==> src/rtl/class2_pkg.sv <==
// class2_pkg
// Shared definitions for the class2 feature loader slice.
//   FEAT_W          : width of the feature vector consumed by class2_tree1
//   loader_state_t  : loader FSM states (LOAD, EVAL, HOLD)
//   calc_nchunk     : number of CHUNK_W-wide chunks needed to cover FEAT_W bits
package class2_pkg;

    localparam int FEAT_W = 51;

    typedef enum logic [1:0] {
        LOAD = 2'd0,
        EVAL = 2'd1,
        HOLD = 2'd2
    } loader_state_t;

    // Ceiling division: a partial final chunk still needs its own transfer.
    function automatic int calc_nchunk(input int feat_w, input int chunk_w);
        return (feat_w + chunk_w - 1) / chunk_w;
    endfunction

endpackage

==> src/rtl/class2_tree1.sv <==
// class2_tree1
// Combinational decision-tree classifier over a 51-bit feature vector.
// The currently trained tree resolves every leaf to class 0, so the output
// is constant; the feature input is still reduced so the port stays connected
// and the interface is ready for a retrained tree.
// Ports:
//   i : feature vector (51 bits)
//   o : predicted class (1 bit)
module class2_tree1 (
    input  logic [50:0] i,
    output logic        o
);

    logic unused_features;

    // Every leaf of the trained tree votes class 0.
    assign unused_features = ^i;
    assign o               = 1'b0;

endmodule

==> src/rtl/class2_feature_loader.sv <==
// class2_feature_loader
// Streaming front end for class2_tree1. Assembles a FEAT_W-bit feature vector
// from an LSB-first chunk stream, holds it stable into the tree, registers the
// classification and returns it together with a malformed-frame flag.
// Ports:
//   clk, rst      : clock and synchronous active-high reset
//   s_valid/s_ready/s_data/s_last : chunk input stream
//   m_valid/m_ready/m_class/m_err : result output stream
//   busy          : high unless idle in LOAD with no chunk of a frame taken
// Optional build macro CLASS2_LOADER_STATS_EN adds saturating 16-bit
// counters stat_frames, stat_errs and stat_ones, updated on each result
// handshake.
module class2_feature_loader #(
    parameter int FEAT_W  = class2_pkg::FEAT_W,
    parameter int CHUNK_W = 8
) (
    input  logic               clk,
    input  logic               rst,
    input  logic               s_valid,
    output logic               s_ready,
    input  logic [CHUNK_W-1:0] s_data,
    input  logic               s_last,
    output logic               m_valid,
    input  logic               m_ready,
    output logic               m_class,
    output logic               m_err,
    output logic               busy
`ifdef CLASS2_LOADER_STATS_EN
    ,
    output logic [15:0]        stat_frames,
    output logic [15:0]        stat_errs,
    output logic [15:0]        stat_ones
`endif
);

    import class2_pkg::*;

    localparam int NCHUNK = calc_nchunk(FEAT_W, CHUNK_W);
    localparam int CNT_W  = (NCHUNK > 1) ? $clog2(NCHUNK) : 1;
    localparam logic [CNT_W-1:0] LAST_CNT = CNT_W'(NCHUNK - 1);

    loader_state_t     state;
    loader_state_t     state_next;
    logic [CNT_W-1:0]  cnt;
    logic              err;
    logic              drain;
    logic [FEAT_W-1:0] feat;
    logic              tree_o;
    logic              accept;

    class2_tree1 u_tree (
        .i (feat),
        .o (tree_o)
    );

    // Next-state and handshake outputs. s_ready, m_valid and busy depend only
    // on registered state so they never combinationally follow s_valid.
    always_comb begin
        state_next = state;
        s_ready    = 1'b0;
        m_valid    = 1'b0;
        busy       = 1'b1;
        accept     = 1'b0;
        case (state)
            LOAD: begin
                s_ready = 1'b1;
                busy    = (cnt != '0);
                accept  = s_valid;
                if (s_valid && s_last) begin
                    state_next = EVAL;
                end
            end
            EVAL: begin
                state_next = HOLD;
            end
            HOLD: begin
                m_valid = 1'b1;
                if (m_ready) begin
                    state_next = LOAD;
                end
            end
            default: begin
                state_next = LOAD;
            end
        endcase
    end

    // State register and datapath. A frame that runs past NCHUNK chunks sets
    // err and enters drain mode, where chunks are swallowed without touching
    // feat until s_last arrives. cnt is held during drain so busy stays high.
    always_ff @(posedge clk) begin
        if (rst) begin
            state   <= LOAD;
            cnt     <= '0;
            err     <= 1'b0;
            drain   <= 1'b0;
            feat    <= '0;
            m_class <= 1'b0;
            m_err   <= 1'b0;
`ifdef CLASS2_LOADER_STATS_EN
            stat_frames <= '0;
            stat_errs   <= '0;
            stat_ones   <= '0;
`endif
        end else begin
            state <= state_next;
            case (state)
                LOAD: begin
                    if (accept) begin
                        // Chunk cnt lands at bits cnt*CHUNK_W upward; bits past
                        // FEAT_W of the final chunk simply have no destination.
                        if (!drain) begin
                            for (int b = 0; b < FEAT_W; b++) begin
                                if (CNT_W'(b / CHUNK_W) == cnt) begin
                                    feat[b] <= s_data[b % CHUNK_W];
                                end
                            end
                        end
                        if (s_last) begin
                            cnt   <= '0;
                            drain <= 1'b0;
                            if (!drain && (cnt != LAST_CNT)) begin
                                err <= 1'b1;
                            end
                        end else if (!drain) begin
                            if (cnt == LAST_CNT) begin
                                err   <= 1'b1;
                                drain <= 1'b1;
                            end else begin
                                cnt <= cnt + 1'b1;
                            end
                        end
                    end
                end
                EVAL: begin
                    m_class <= tree_o & ~err;
                    m_err   <= err;
                end
                HOLD: begin
                    if (m_ready) begin
                        err <= 1'b0;
`ifdef CLASS2_LOADER_STATS_EN
                        if (m_err) begin
                            if (stat_errs != 16'hFFFF) stat_errs <= stat_errs + 16'd1;
                        end else begin
                            if (stat_frames != 16'hFFFF) stat_frames <= stat_frames + 16'd1;
                        end
                        if (m_class && (stat_ones != 16'hFFFF)) begin
                            stat_ones <= stat_ones + 16'd1;
                        end
`endif
                    end
                end
                default: begin
                end
            endcase
        end
    end

endmodule

==> config.mk <==
export PLATFORM = sky130hd
export DESIGN_NAME = class2_feature_loader
export DESIGN_NICKNAME = d
export VERILOG_FILES = /design/src/rtl/class2_pkg.sv /design/src/rtl/class2_tree1.sv /design/src/rtl/class2_feature_loader.sv
export SDC_FILE = /design/constraint.sdc
export NUM_CORES = 1
export LEC_CHECK = 0
export BUFFER_PORTS_ARGS = -buffer_cell sky130_fd_sc_hd__buf_2
export CAP_MARGIN = 20
export CORE_AREA = 8 8 45 47
export DETAILED_ROUTE_END_ITERATION = 10
export DIE_AREA = 0 0 53 55
export SLEW_MARGIN = 0
export SYNTH_ARGS = -nofsm -noshare
export SYNTH_HDL_FRONTEND = slang
export SYNTH_SLANG_ARGS = --single-unit
==> constraint.sdc <==
create_clock -name clk -period 1.34 [get_ports clk]
set_input_delay 0.268 -clock clk [delete_from_list [all_inputs] [get_ports clk]]
set_output_delay 0.268 -clock clk [all_outputs]
set_load 0.01 [all_outputs]
# Yosys cells after proc, flatten, opt, wreduce, memory -nomap -nowiden
# Cells that the tools add are included.
dict set report word_totals {
  register_bits 8
  latch_bits 0
  ram_bits 0
  rom_bits 0
  inputBits 13
  out_inout_bits 5
  word_cells 48
  memories 0
}
dict set report classes {
  add_sub_neg 1
  multipliers 0
  n_div 0
  n_lt_le_gt_ge 0
  eq_ne 12
  shift 0
  muxes 20
  bitwise_logic 0
  reduce_logical 10
}
# op count
set op_table {}
lappend op_table {{$mux W1} 13}
lappend op_table {{$ne A3 B3 Y1 const B} 4}
lappend op_table {{$ne A2 B2 Y1 const B} 5}
lappend op_table {{$mux W3} 3}
lappend op_table {{$pmux W2 S3} 1}
lappend op_table {{$reduce_and A6 Y1} 1}
lappend op_table {{$mux W2} 2}
lappend op_table {{$reduce_and A2 Y1} 2}
lappend op_table {{$reduce_and A4 Y1} 1}
lappend op_table {{$add A3 B1 Y3 const B} 1}
lappend op_table {{$eq A3 B3 Y1 const B} 1}
lappend op_table {{$reduce_bool A3 Y1} 1}
lappend op_table {{$eq A2 B1 Y1 const B} 1}
lappend op_table {{$eq A2 B2 Y1 const B} 1}
lappend op_table {{$logic_and A1 B1 Y1} 2}
lappend op_table {{$logic_not A2 Y1} 1}
lappend op_table {{$pmux W1 S2} 1}
lappend op_table {{$reduce_bool A2 Y1} 1}
lappend op_table {{$logic_not A1 Y1} 1}

# Depth between registers and ports, before layout
dict set report logic_depth {
  depth_word 6
  depth_mapped 5
  depth_no_buf 5
}

# By module
# Synthesis repeated with hierarchy kept, for this count alone.
dict set report hier_totals {
  cells_unflattened 232
  hier_area_um2 2374.8
}
# module instances cells_per_inst area_per_inst_um2 seq_area_each_um2
set modules_own_cells {}
lappend modules_own_cells {class2_feature_loader 1 230 2363.5 1201.2}
lappend modules_own_cells {class2_tree1 1 2 11.3 0.0}

# Least setup slack after synthesis
# No wires, ideal clock.
dict set report synth_path {
  kind {reg-to-reg}
  from {reg state[0]}
  to {reg cnt[0]}
  setup_ns 0.074
  arrival_ns 1.328
  required_ns 1.266
  path_slack_ns -0.062
  path_stages_with_launch 4
  n_path_buf 0
  synth_period_minus_slack_ns 1.402
  cell_sequence {dfxtp_1 or3b_4 or4_1 a31oi_1}
}
dict set report synth_via {
  elab_chain_cells 3
}
# item line_no
set synth_lines {}
lappend synth_lines {{start: declaration} class2_feature_loader.sv:42} ;# loader_state_t state;
lappend synth_lines {{start signal: assignment} class2_feature_loader.sv:106} ;# state <= state_next;
lappend synth_lines {{$logic_not A2 Y1 (*)} {class2_feature_loader.sv:64, class2_feature_loader.sv:107}}
lappend synth_lines {{$mux W1} class2_feature_loader.sv:64} ;# case (state)
lappend synth_lines {{$reduce_and A4 Y1 (no line) (*)} --}
lappend synth_lines {{end signal: assignment} class2_feature_loader.sv:130} ;# cnt <= cnt + 1'b1;
lappend synth_lines {{end: declaration} class2_feature_loader.sv:44} ;# logic [CNT_W-1:0] cnt;
# Mark *: on every way between the ends. The rest lies on a longest branch, timed or not.
# A chain may end at the register's enable or synchronous reset.

# Final worst setup path
dict set report layout_path {
  from {reg cnt[0]}
  to {reg cnt[0]}
}
dict set report layout_via {
  elab_chain_cells 4
  elab_cells_between_ends 7
  cone_classes {add/sub (1); eq/ne (2); mux (3); reduce/logical (1)}
}
# item line_no
set layout_lines {}
lappend layout_lines {{$add A3 B1 Y3} class2_feature_loader.sv:130}
lappend layout_lines {{$mux W3} class2_feature_loader.sv:126} ;# if (cnt == LAST_CNT) begin
lappend layout_lines {{$mux W3} class2_feature_loader.sv:125} ;# end else if (!drain) begin
lappend layout_lines {{$mux W3} class2_feature_loader.sv:119} ;# if (s_last) begin
# Several ways; a longest one is shown, not always the timed one. The select of a mux whose other input is x is not followed.

==> impl_metrics.yaml <==
power:
  p_switching_w: 0.000132
  power_frac_seq: 0.468
  intPower_w: 0.000408
  p_clk_frac: 0.331
  peakVddDrop_v: 0.000346
  swShare: 0.244
  power_density_nw_per_um2: 830
  p_leak_nw: 0.290
  pwr-share-comb: 0.201
outcome:
  outcome: "complete, but fails checks"
  violations: "setup timing"
synthesis:
  synth.distinct_cells: 27
  synth_edf_count: 0
  synth_cells: 52
  async_reset_ff_frac: 0
  yosysSeqAreaShare: 0.362
  synthesis.nets: 68
  synth_ff_type: "dfxtp_1"
  netlist_area_um2: 443
  ys_ff_latch: 8
  syn_avg_cell_area_um2: 8.52
  yosysWarnings: 0
hold_path:
  holdCritPathClass: "input port to register"
die:
  dieArea_um2: 2920
  start_util: 0.320
  pin_count: 18
  num_rows: 14
  die_y_um: 55
  die_w_um: 53
  core_area_um2: 1380
global_route:
  overflow: 0
  grt_pass1_vias: 414
  grtUsageTotal: 0.0837
  antenna_found_initial: 0
  grt_start_max_net_pins: 10
  grt_pass1_wl_mm: 1.75
final_layout:
  syn2layout_area_growth_pct: 46.9
  drive_gt1_frac: 0.464
  antenna_cells: 0
  layout_common_cells: "buf_2, buf_6, nand2_1, buf_4"
  finalNetCount: 87
  multiInputGateArea_um2: 294
  regArea_um2: 165
  fillers: 136
  fin_area_um2: 651
cts:
  clock-root-buffer: "clkbuf_4"
  clk-insertion-delay-late_ns: 0.25
  cts_buffer_depth: 2
  cts_tree: "done"
  numClockSinks: 8
  path_clk_slew_ns: 0.05
  cts_made_buffers: 3
  cts_max_level: 1
  hold_buffers: 0
routing:
  route.vias.total: 422
  drcViolationCount: 0
  routed_via_density: 4.96
  ant_nets: 0
  first_pass_iters: 4
  drtIter0Drc: 5
  wirelength_mm: 1.03
  drt-wirelength-per-cell_um: 12.1
sta:
  fmax_ghz: 0.742
  finalSetupTns_ns: -0.00724
  setup_viol: 1
  final_max_slew_viol_count: 0
  finClkSkew_ns: 0.00261
  period_share: 1.01
  rsz0062_at_grt: "true"
  worst_slack_ns: -0.00724
  timing.final.crit_period_ns: 1.35
  hold_viol_final: 0
placement:
  dpl.hpwl_um: 790
  postPlaceCellArea_um2: 562
  port-buffer-count: 8
  routabilityCongestion: 0.733
setup_path:
  worstPathCellList: "inv_2, ha_4, a21o_1, or4_1, a31oi_1"
  worstPathArrival_ns: 1.52
  path_class: "register to register"
  cp_slowest_stage_delay_ns: 0.46
  end_kind: "register"
  crit_path_start_kind: "register"
  critical_path.slowest_cell: "or4_1"
  worstPathMaxFanout: 3
  worst_ep_required_time_ns: 1.51
run:
  cap_viol_max_count: 0
power by group through the flow:
stage,logic [W],clock network (W),registers (W)
after floorplan,0.0000495,0,0.000257
after global placement,0.0000876,0,0.000256
after detailed placement,0.0000901,0,0.000256
after CTS,0.000105,0.000186,0.000251
after global routing,0.000119,0.000212,0.000253
final,0.000109,0.000179,0.000252
timing repair:
item	in CTS	in global routing
gates resized for setup	11	5
pin swaps	0	2
endpoints found under the setup margin	2	5
setup buffers	0	1
per-layer routing:
layer	wire length [um]	part of all wire	global-route usage	up-vias
met5	0	0	0	-
met4	19	0.018	0.0776	0
li1	-	-	-	216
met2	466	0.45	0.113	11
met1	471	0.46	0.104	193
met3	74	0.072	0.0241	2
Yosys cell counts (2+ instances only):
master    n  area (um^2)
or3_1     2         12.5
nand2_1   5         18.8
a31oi_1   4         25.0
ha_1      3         37.5
dfxtp_1   8          160
inv_1     3         11.3
a21oi_1   3         15.0
clkbuf_1  2         7.51
nor2_1    4         15.0
kinds of logic after synthesis:
| logic type | share of synthesized area |
|---|---|
| flip-flops | 0.362 |
| other | 0.00847 |
| buffers and inverters | 0.0593 |
| adder cells (fa/ha/maj) | 0.0848 |
| XOR/XNOR | 0.0198 |
| AND/OR/NAND/NOR | 0.260 |
| multiplexers | 0.0226 |
| AO/OA/AOI/OAI | 0.184 |
final timing paths:
kind	start	endpoint	slack, ns	cells after the start
worst min register to register	m_err	m_err	0.49	2
worst min-delay path	m_ready	err	0.30	3
worst max-delay path	cnt[0]	cnt[0]	-0.007	5
worst max register to register	cnt[0]	cnt[0]	-0.007	5
sequential cells by signal (all words and copies together), names as in the netlist:
signal / count
cnt: 3
state: 2
drain: 1
err: 1
m_err: 1
metrics by stage:
step           hold WS [ns]  utilization  total power (W)  cells  worst slack, ns
2_1_floorplan         0.450            -         0.000307     52           0.0200
3_3_place_gp          0.475        0.406         0.000343     81          0.00113
3_5_place_dp          0.483        0.406         0.000346     81         -0.00503
4_1_cts               0.288        0.450         0.000542     84          -0.0152
5_1_grt               0.287        0.470         0.000585     85          -0.0702
6_report              0.299        0.470         0.000540     85         -0.00724
layout make-up:
class / instances / area share
clock buffer: 3 / 0.0346
timing repair buffer: 17 / 0.208
tap: 16 / 0.0308
inverter: 3 / 0.0212
sequential: 8 / 0.254
multi-input combinational: 38 / 0.452
worst max-delay path: cells and delay by family (launching register included):
family | cells | cell delay, ns
compound gates | 2 | 0.27
fa+ha+maj | 1 | 0.16
buf+inv | 1 | 0.05
flops | 1 | 0.33
simple gates | 1 | 0.46
Power figures use the tool's default switching activity.
